[src/rtl/ir_assembler.sv]
// rtl/ir_assembler.sv - collects BEATS bus beats into one instruction word with hold/take handshake
// Build option IR_LSB_FIRST_EN: first beat lands in the least significant slot instead of the most.
module ir_assembler #(
    parameter int DATA_W = 8,
    parameter int BEATS  = 2
) (
    input  logic                         clk,
    input  logic                         rst_n,
    input  logic                         ena,
    input  logic [DATA_W-1:0]            data,
    input  logic                         flush,
    input  logic                         ir_take,
    output logic                         in_ready,
    output logic [DATA_W*BEATS-1:0]      opc_iraddr,
    output logic                         ir_valid,
    output logic [$clog2(BEATS)-1:0]     beat_cnt,
    output logic                         abort,
    output logic                         ovf
);

    localparam int W  = DATA_W * BEATS;
    localparam int CW = $clog2(BEATS);
`ifdef IR_LSB_FIRST_EN
    localparam bit LSB_FIRST = 1'b1;
`else
    localparam bit LSB_FIRST = 1'b0;
`endif

    if (BEATS < 2 || BEATS > 8) begin : g_bad_beats
        $error("ir_assembler: BEATS must be in 2..8");
    end
    if (DATA_W < 1 || DATA_W > 32) begin : g_bad_width
        $error("ir_assembler: DATA_W must be in 1..32");
    end

    typedef enum logic [1:0] {IDLE, FILL, FULL} state_t;

    state_t          state_q, state_d;
    logic [W-1:0]    shadow_q;
    logic [W-1:0]    word_next;
    logic [CW-1:0]   cnt_q;
    logic            last_beat;

    assign last_beat = (cnt_q == CW'(BEATS - 1));
    assign beat_cnt  = cnt_q;

    // Shadow with the incoming beat dropped into the slot selected by the running count.
    always_comb begin
        word_next = shadow_q;
        for (int n = 0; n < BEATS; n++) begin
            if (cnt_q == CW'(n)) begin
                if (LSB_FIRST)
                    word_next[n*DATA_W +: DATA_W] = data;
                else
                    word_next[W-(n+1)*DATA_W +: DATA_W] = data;
            end
        end
    end

    always_ff @(posedge clk or negedge rst_n) begin
        if (!rst_n)
            state_q <= IDLE;
        else
            state_q <= state_d;
    end

    always_comb begin
        state_d = state_q;
        if (flush) begin
            state_d = IDLE;
        end else begin
            case (state_q)
                IDLE: if (ena) state_d = FILL;
                FILL: begin
                    if (!ena)           state_d = IDLE;
                    else if (last_beat) state_d = FULL;
                end
                FULL: begin
                    if (ir_take) state_d = ena ? FILL : IDLE;
                end
                default: state_d = IDLE;
            endcase
        end
    end

    always_comb begin
        in_ready = (state_q != FULL) || ir_take;
        ir_valid = (state_q == FULL);
    end

    // The shadow and count are always zero in IDLE and FULL, so a new word starts from a clean slate.
    always_ff @(posedge clk or negedge rst_n) begin
        if (!rst_n) begin
            shadow_q   <= '0;
            cnt_q      <= '0;
            opc_iraddr <= '0;
            abort      <= 1'b0;
            ovf        <= 1'b0;
        end else if (flush) begin
            shadow_q   <= '0;
            cnt_q      <= '0;
            opc_iraddr <= '0;
            abort      <= 1'b0;
            ovf        <= 1'b0;
        end else begin
            abort <= (state_q == FILL) && !ena;
            if ((state_q == FULL) && ena && !ir_take)
                ovf <= 1'b1;
            case (state_q)
                IDLE: begin
                    if (ena) begin
                        shadow_q <= word_next;
                        cnt_q    <= CW'(1);
                    end
                end
                FILL: begin
                    if (!ena) begin
                        shadow_q <= '0;
                        cnt_q    <= '0;
                    end else if (last_beat) begin
                        opc_iraddr <= word_next;
                        shadow_q   <= '0;
                        cnt_q      <= '0;
                    end else begin
                        shadow_q <= word_next;
                        cnt_q    <= cnt_q + CW'(1);
                    end
                end
                FULL: begin
                    if (ir_take && ena) begin
                        shadow_q <= word_next;
                        cnt_q    <= CW'(1);
                    end
                end
                default: begin
                    shadow_q <= '0;
                    cnt_q    <= '0;
                end
            endcase
        end
    end

endmodule

[config.mk]
export PLATFORM = sky130hd
export DESIGN_NAME = ir_assembler
export DESIGN_NICKNAME = d
export VERILOG_FILES = /design/src/rtl/ir_assembler.sv
export SDC_FILE = /design/constraint.sdc
export NUM_CORES = 1
export LEC_CHECK = 0
export ABC_AREA = 1
export CELL_PAD_IN_SITES_DETAIL_PLACEMENT = 0
export CELL_PAD_IN_SITES_GLOBAL_PLACEMENT = 1
export CORE_MARGIN = 1
export CORE_UTILIZATION = 35
export DETAILED_ROUTE_END_ITERATION = 8
export PLACE_DENSITY_LB_ADDON = 0.08
export SYNTH_ARGS = -nofsm -noshare
export SYNTH_HDL_FRONTEND = slang
export SYNTH_SLANG_ARGS = --single-unit
[constraint.sdc]
create_clock -name clk -period 1.4 [get_ports clk]
set_input_delay 0.14 -clock clk [delete_from_list [all_inputs] [get_ports clk]]
set_output_delay 0.14 -clock clk [all_outputs]
set_load 0.05 [all_outputs]
==> reports/summary.txt, run 1 <==
Setup WS post-layout: 0.0768 ns
crit path max fanout: 4
Starting DRT DRC Count: 103
setup slack, reg-to-reg: 0.10 ns
PwrDens: 1010 nW/µm²
count leader, synth: nand2_1
top post-synthesis cells by count: 57 x nand2_1, 35 x nand3_1, 29 x dfrtp_1
initial antenna violation count: 0
CORE AREA: 4120 µm²
Leak: 1.10 nW
Final #Nets: 268
fin. max-slew vios: 0
Worst Setup SP: state_q[1]$_DFFE_PN0P_
syn_nets: 223
# hold bufs at CTS: 0
Worst EP required: 1.26 ns
Least-Margin Pin Slew: 0.388 ns
Max VDD drop: 0.678 mV
PortBufs: 33
Post-synth EDFFs: 0
Reg clk slew, reported paths: 0.07 ns
HPWL Detailed: 2970 µm
Post-Syn Area: 1540 µm²
CTS tree: done
Longest Clk Path Bufs: 2
Design Power: 2.22 mW
final period utilization: 0.945
GPL Wtd Cong: 0.824
DR WL/cell: 13.1 µm
Synth top area share: 0.470
first-pass GRT wire length: 6610 µm
Vias/cell: 4.85
First-pass DRT Iterations: 4
Root Buffer: clkbuf_8
Vert. Die Dim: 68.4 µm
placed cell areas: 2060 µm²
clock sink total: 29
Final Hold Viols: 0
Worst Setup EP: ir_valid
worst path arrival time: 1.18 ns
largest net degree at the start of global routing: 30
Initial Util: 0.375
Worst setup SP type: register
Final Setup Violations: 0
antenna cells: 0
syn avg cell area: 7.35 µm²
vias in the first global route: 1434
Cells after Synth: 210
Worst-Skew Late Latency: 0.28 ns
Yosys reg bits: 29
I/O pin count: 34
share of cells above drive strength 1: 0.242
top_reg_cell synth: dfrtp_1
DRC: 0
Setup Skew: 0.00574 ns
GRT Resource Usage Total: 0.197
Area growth syn-to-layout: 42.7%
Hold Path Class: input pin to async pin
Synth warnings: 0
Core Rows: 23
antenna viol nets, final: 0
width of the die: 68.4 µm
post-synthesis sequential area ratio: 0.470
Die Footprint: 4680 µm²
DR vias: 1483
largest cells by area after synthesis: dfrtp_1 47%, nand2_1 14%, nand3_1 11%
critical path class: register to output port
Worst setup EP type: output port
storage element area: 729 µm²
Fill cells: 383
Period minus WS final: 1.32 ns
multi-input logic area: 629 µm²
worst r2r dst: opc_iraddr[7]$_DFFE_PN0P_
Finished Cell Area: 2200 µm²
cell taking the most area after synthesis: dfrtp_1
CTS buffer count: 5
FF-to-FF path depth: 6
normalized max-slew margin: 0.741
Place WS: -0.0726 ns
GR Overflow Total: 0
RR Startpoint: state_q[0]$_DFFE_PN0P_
status: complete, no violations
maximum clock rate: 756 MHz
hold slack: 0.240 ns
H-tree depth: 2
final core occ: 0.535
synth unique cells: 22
final wirelength: 4010 µm
Async SR Flop Fraction: 1.00
max-cap violation count: 0
-- critical path, stage by stage (launching register included) --
cell and delay, ns:
dfrtp_2 0.45, inv_2 0.12, nor2_4 0.06, buf_4 0.14, buf_12 0.14
-- flip-flops by register name, indices dropped and copies added, names as in the netlist --
| name | count |
|---|---|
| state_q | 2 |
| beat_cnt | 1 |
| shadow_q | 8 |
| ovf | 1 |
| opc_iraddr | 16 |
| abort | 1 |
-- what timing repair did --
action,4_1_cts,5_1_grt
pin swaps,0,1
resized for setup,2,2
setup buffers,0,4
endpoints found under the setup margin,13,14
-- routing by layer --
metal | vias up | global-route usage | part of all wire
li1 | 743 | - | -
met1 | 689 | 0.240 | 0.46
met2 | 43 | 0.333 | 0.48
met3 | 8 | 0.0433 | 0.045
met4 | 0 | 0.0781 | 0.011
met5 | - | 0 | 0
-- per-stage QoR --
stage	std cells	TNS (ns)
5_1_grt	306	-0.00126
3_5_place_dp	294	-0.837
3_3_place_gp	294	-0.592
4_1_cts	302	0
6_report	306	0
2_1_floorplan	210	0
-- how the worst min path moves through the flow --
stage / startpoint / end / slack [ns] / cells after the start
final: rst_n / opc_iraddr[2]$_DFFE_PN0P_ / 0.24 / 2
after global placement: shadow_q[15]$_DFFE_PN0P_ / shadow_q[15]$_DFFE_PN0P_ / 0.47 / 2
after detailed placement: shadow_q[15]$_DFFE_PN0P_ / shadow_q[15]$_DFFE_PN0P_ / 0.48 / 2
after floorplan: rst_n / abort$_DFF_PN0_ / -0.16 / 0
after CTS: rst_n / opc_iraddr[15]$_DFFE_PN0P_ / 0.26 / 2
after global routing: rst_n / opc_iraddr[15]$_DFFE_PN0P_ / 0.29 / 2
-- cell families after synthesis --
| family | after synthesis | synth area share |
|---|---|---|
| flip-flops | 29 | 0.470 |
| AND/OR/NAND/NOR | 113 | 0.327 |
| buffers and inverters | 44 | 0.122 |
| AO/OA/AOI/OAI | 24 | 0.0810 |
-- power breakdown --
part	switching [mW]	internal, mW	leakage, nW
clock network	0.322	0.444	0.0542
registers	0.0457	0.888	0.392
logic	0.320	0.199	0.653
-- layout make-up --
| cell class | count | share of cell area |
|---|---|---|
| Timing Repair Buffer | 53 | 0.258 |
| Sequential cell | 29 | 0.331 |
| Clock buffer | 7 | 0.0437 |
| Tap cell | 50 | 0.0284 |
| Multi-Input combinational cell | 137 | 0.286 |
| Inverter | 29 | 0.0505 |
| Clock inverter | 1 | 0.00227 |
-- placed cells by master (no fill, tap or decap), types with 3 or more instances in the layout --
| cell type | Yosys | final |
|---|---|---|
| nand2_1 | 57 | 57 |
| nand3_1 | 35 | 35 |
| buf_4 | 2 | 29 |
| dfrtp_1 | 29 | 26 |
| inv_1 | 25 | 25 |
| o21ai_0 | 19 | 19 |
| nor2_1 | 14 | 14 |
| clkdlybuf4s50_1 | 0 | 12 |
| buf_12 | 0 | 11 |
| clkbuf_8 | 0 | 7 |
| nor2_4 | 3 | 3 |
| dfrtp_2 | 0 | 3 |
Note: power is estimated with default switching activity, not from simulation.
==> run 2, diff against run 1 <==
- clock period: 1.4 -> 1.5 ns (I/O delays scaled with it)
==> reports/summary.txt, run 2 (same netlist as run 1, synthesis figures left out) <==
status: complete, no violations
most frequent cells in the layout: 57 x nand2_1, 35 x nand3_1, 29 x buf_4
PwrDens: 1050 nW/µm²
Worst-Skew Late Latency: 0.28 ns
DR WL/cell: 13.8 µm
clock sink total: 29
multi-input logic area: 629 µm²
Starting DRT DRC Count: 57
Final Setup Violations: 0
PortBufs: 33
GR Layer Usage met2: 0.336
maximum clock rate: 723 MHz
Die Footprint: 4680 µm²
RR Startpoint: beat_cnt$_DFFE_PN0P_
GRT met3 Usage: 0.0500
Design Power: 2.19 mW
Most flops, register: opc_iraddr
Root Buffer: clkbuf_8
worst r2r dst: opc_iraddr[3]$_DFFE_PN0P_
Max VDD drop: 0.515 mV
Worst Setup SP: state_q[0]$_DFFE_PN0P_
Longest Clk Path Bufs: 2
Worst setup EP type: output port
Final #Nets: 261
Area growth syn-to-layout: 35.1%
grt peak-use layer: met2
Least-Margin Pin Slew: 0.407 ns
vias in the first global route: 1430
Worst EP required: 1.35 ns
Finished Cell Area: 2090 µm²
final wirelength: 4120 µm
Reg clk slew, reported paths: 0.07 ns
Worst setup SP type: register
normalized max-slew margin: 0.727
Final Hold Viols: 0
storage element area: 727 µm²
First-pass DRT Iterations: 6
unrepaired setup endpoints after global routing: no
final period utilization: 0.922
Core Rows: 23
max-cap violation count: 0
antenna viol nets, final: 0
Vias/cell: 4.88
HPWL Detailed: 2980 µm
Place WS: -0.0772 ns
commonest non-fill, non-tap cell in the layout: nand2_1
worst path arrival time: 1.23 ns
setup slack, reg-to-reg: 0.16 ns
fin. max-slew vios: 0
Leak: 1.05 nW
GRT Resource Usage Total: 0.199
largest net degree at the start of global routing: 35
critical path class: register to output port
H-tree depth: 2
CTS buffer count: 5
CTS tree: done
Fill cells: 386
GPL Wtd Cong: 0.832
setup TNS: 0 ns
I/O pin count: 34
first-pass GRT wire length: 6660 µm
CORE AREA: 4120 µm²
flip-flop count of the largest register after layout: 16
initial antenna violation count: 0
DR vias: 1458
share of cells above drive strength 1: 0.213
placed cell areas: 1940 µm²
width of the die: 68.4 µm
GR Overflow Total: 0
final core occ: 0.507
met1 Use GR: 0.235
Initial Util: 0.375
Vert. Die Dim: 68.4 µm
crit path max fanout: 4
FF-to-FF path depth: 4
antenna cells: 0
Period minus WS final: 1.38 ns
Setup WS post-layout: 0.116 ns
Setup Skew: 0.00326 ns
Hold Path Class: input pin to async pin
DRC: 0
Largest regs: opc_iraddr x16, shadow_q x8, state_q x2
==> run 2: changes by cell type in the layout (fill, tap and decap cells not counted) <==
cell,change
buf_12,-6
buf_6,-1
bufinv_16,+1
clkbuf_1,+1
clkbuf_8,-1
clkinv_1,-1
clkinv_2,-1
clkinvlp_4,+1
dfrtp_1,+2
dfrtp_2,-2
inv_2,+1
inv_4,-1
==> run 2: stage by stage <==
step                cells  hold WS, ns
floorplan             210       -0.146
global placement      288        0.468
detailed placement    288        0.492
CTS                   296        0.282
global route          299        0.323
finish                299        0.269
==> run 2: how the worst max path moves through the flow <==
stage / to / slack [ns] / cells after the start
floorplan: shadow_q[10]$_DFFE_PN0P_ / 0.04 / 8
global placement: shadow_q[11]$_DFFE_PN0P_ / -0.02 / 7
detailed placement: shadow_q[11]$_DFFE_PN0P_ / -0.08 / 7
CTS: in_ready / 0.003 / 4
global route: shadow_q[11]$_DFFE_PN0P_ / 0.06 / 7
finish: ir_valid / 0.12 / 4
==> run 2: cell type report <==
type,instances,area share
sequential,29,0.349
multi-input combinational,137,0.302
timing repair buffer,46,0.210
inverter,29,0.0540
clock buffer,7,0.0414
tap,50,0.0300
clock inverter,1,0.0144
==> run 2: timing repair <==
item | 4_1_cts | 5_1_grt
endpoints found under the setup margin | 0 | 4
gates resized for setup | 0 | 2
setup buffers | 0 | 3
hold buffers | 0 | 0
==> run 2: routing by layer <==
layer	wire (µm)	vias up
met3	226	6
li1	-	733
met1	1810	682
met2	2020	37
met5	0	-
met4	60	0
==> run 2: power breakdown <==
group | leakage, nW | total (mW) | internal (mW) | switching [mW]
sequential | 0.395 | 0.867 | 0.827 | 0.0400
clock | 0.0585 | 0.848 | 0.541 | 0.307
combinational | 0.601 | 0.478 | 0.175 | 0.303
total | 1.05 | 2.19 | 1.54 | 0.650
==> run 2: critical path: stages (launching register included) <==
cell and delay (ns):
dfrtp_1 0.40, buf_4 0.16, nor2_4 0.11, buf_4 0.14
buf_12 0.13
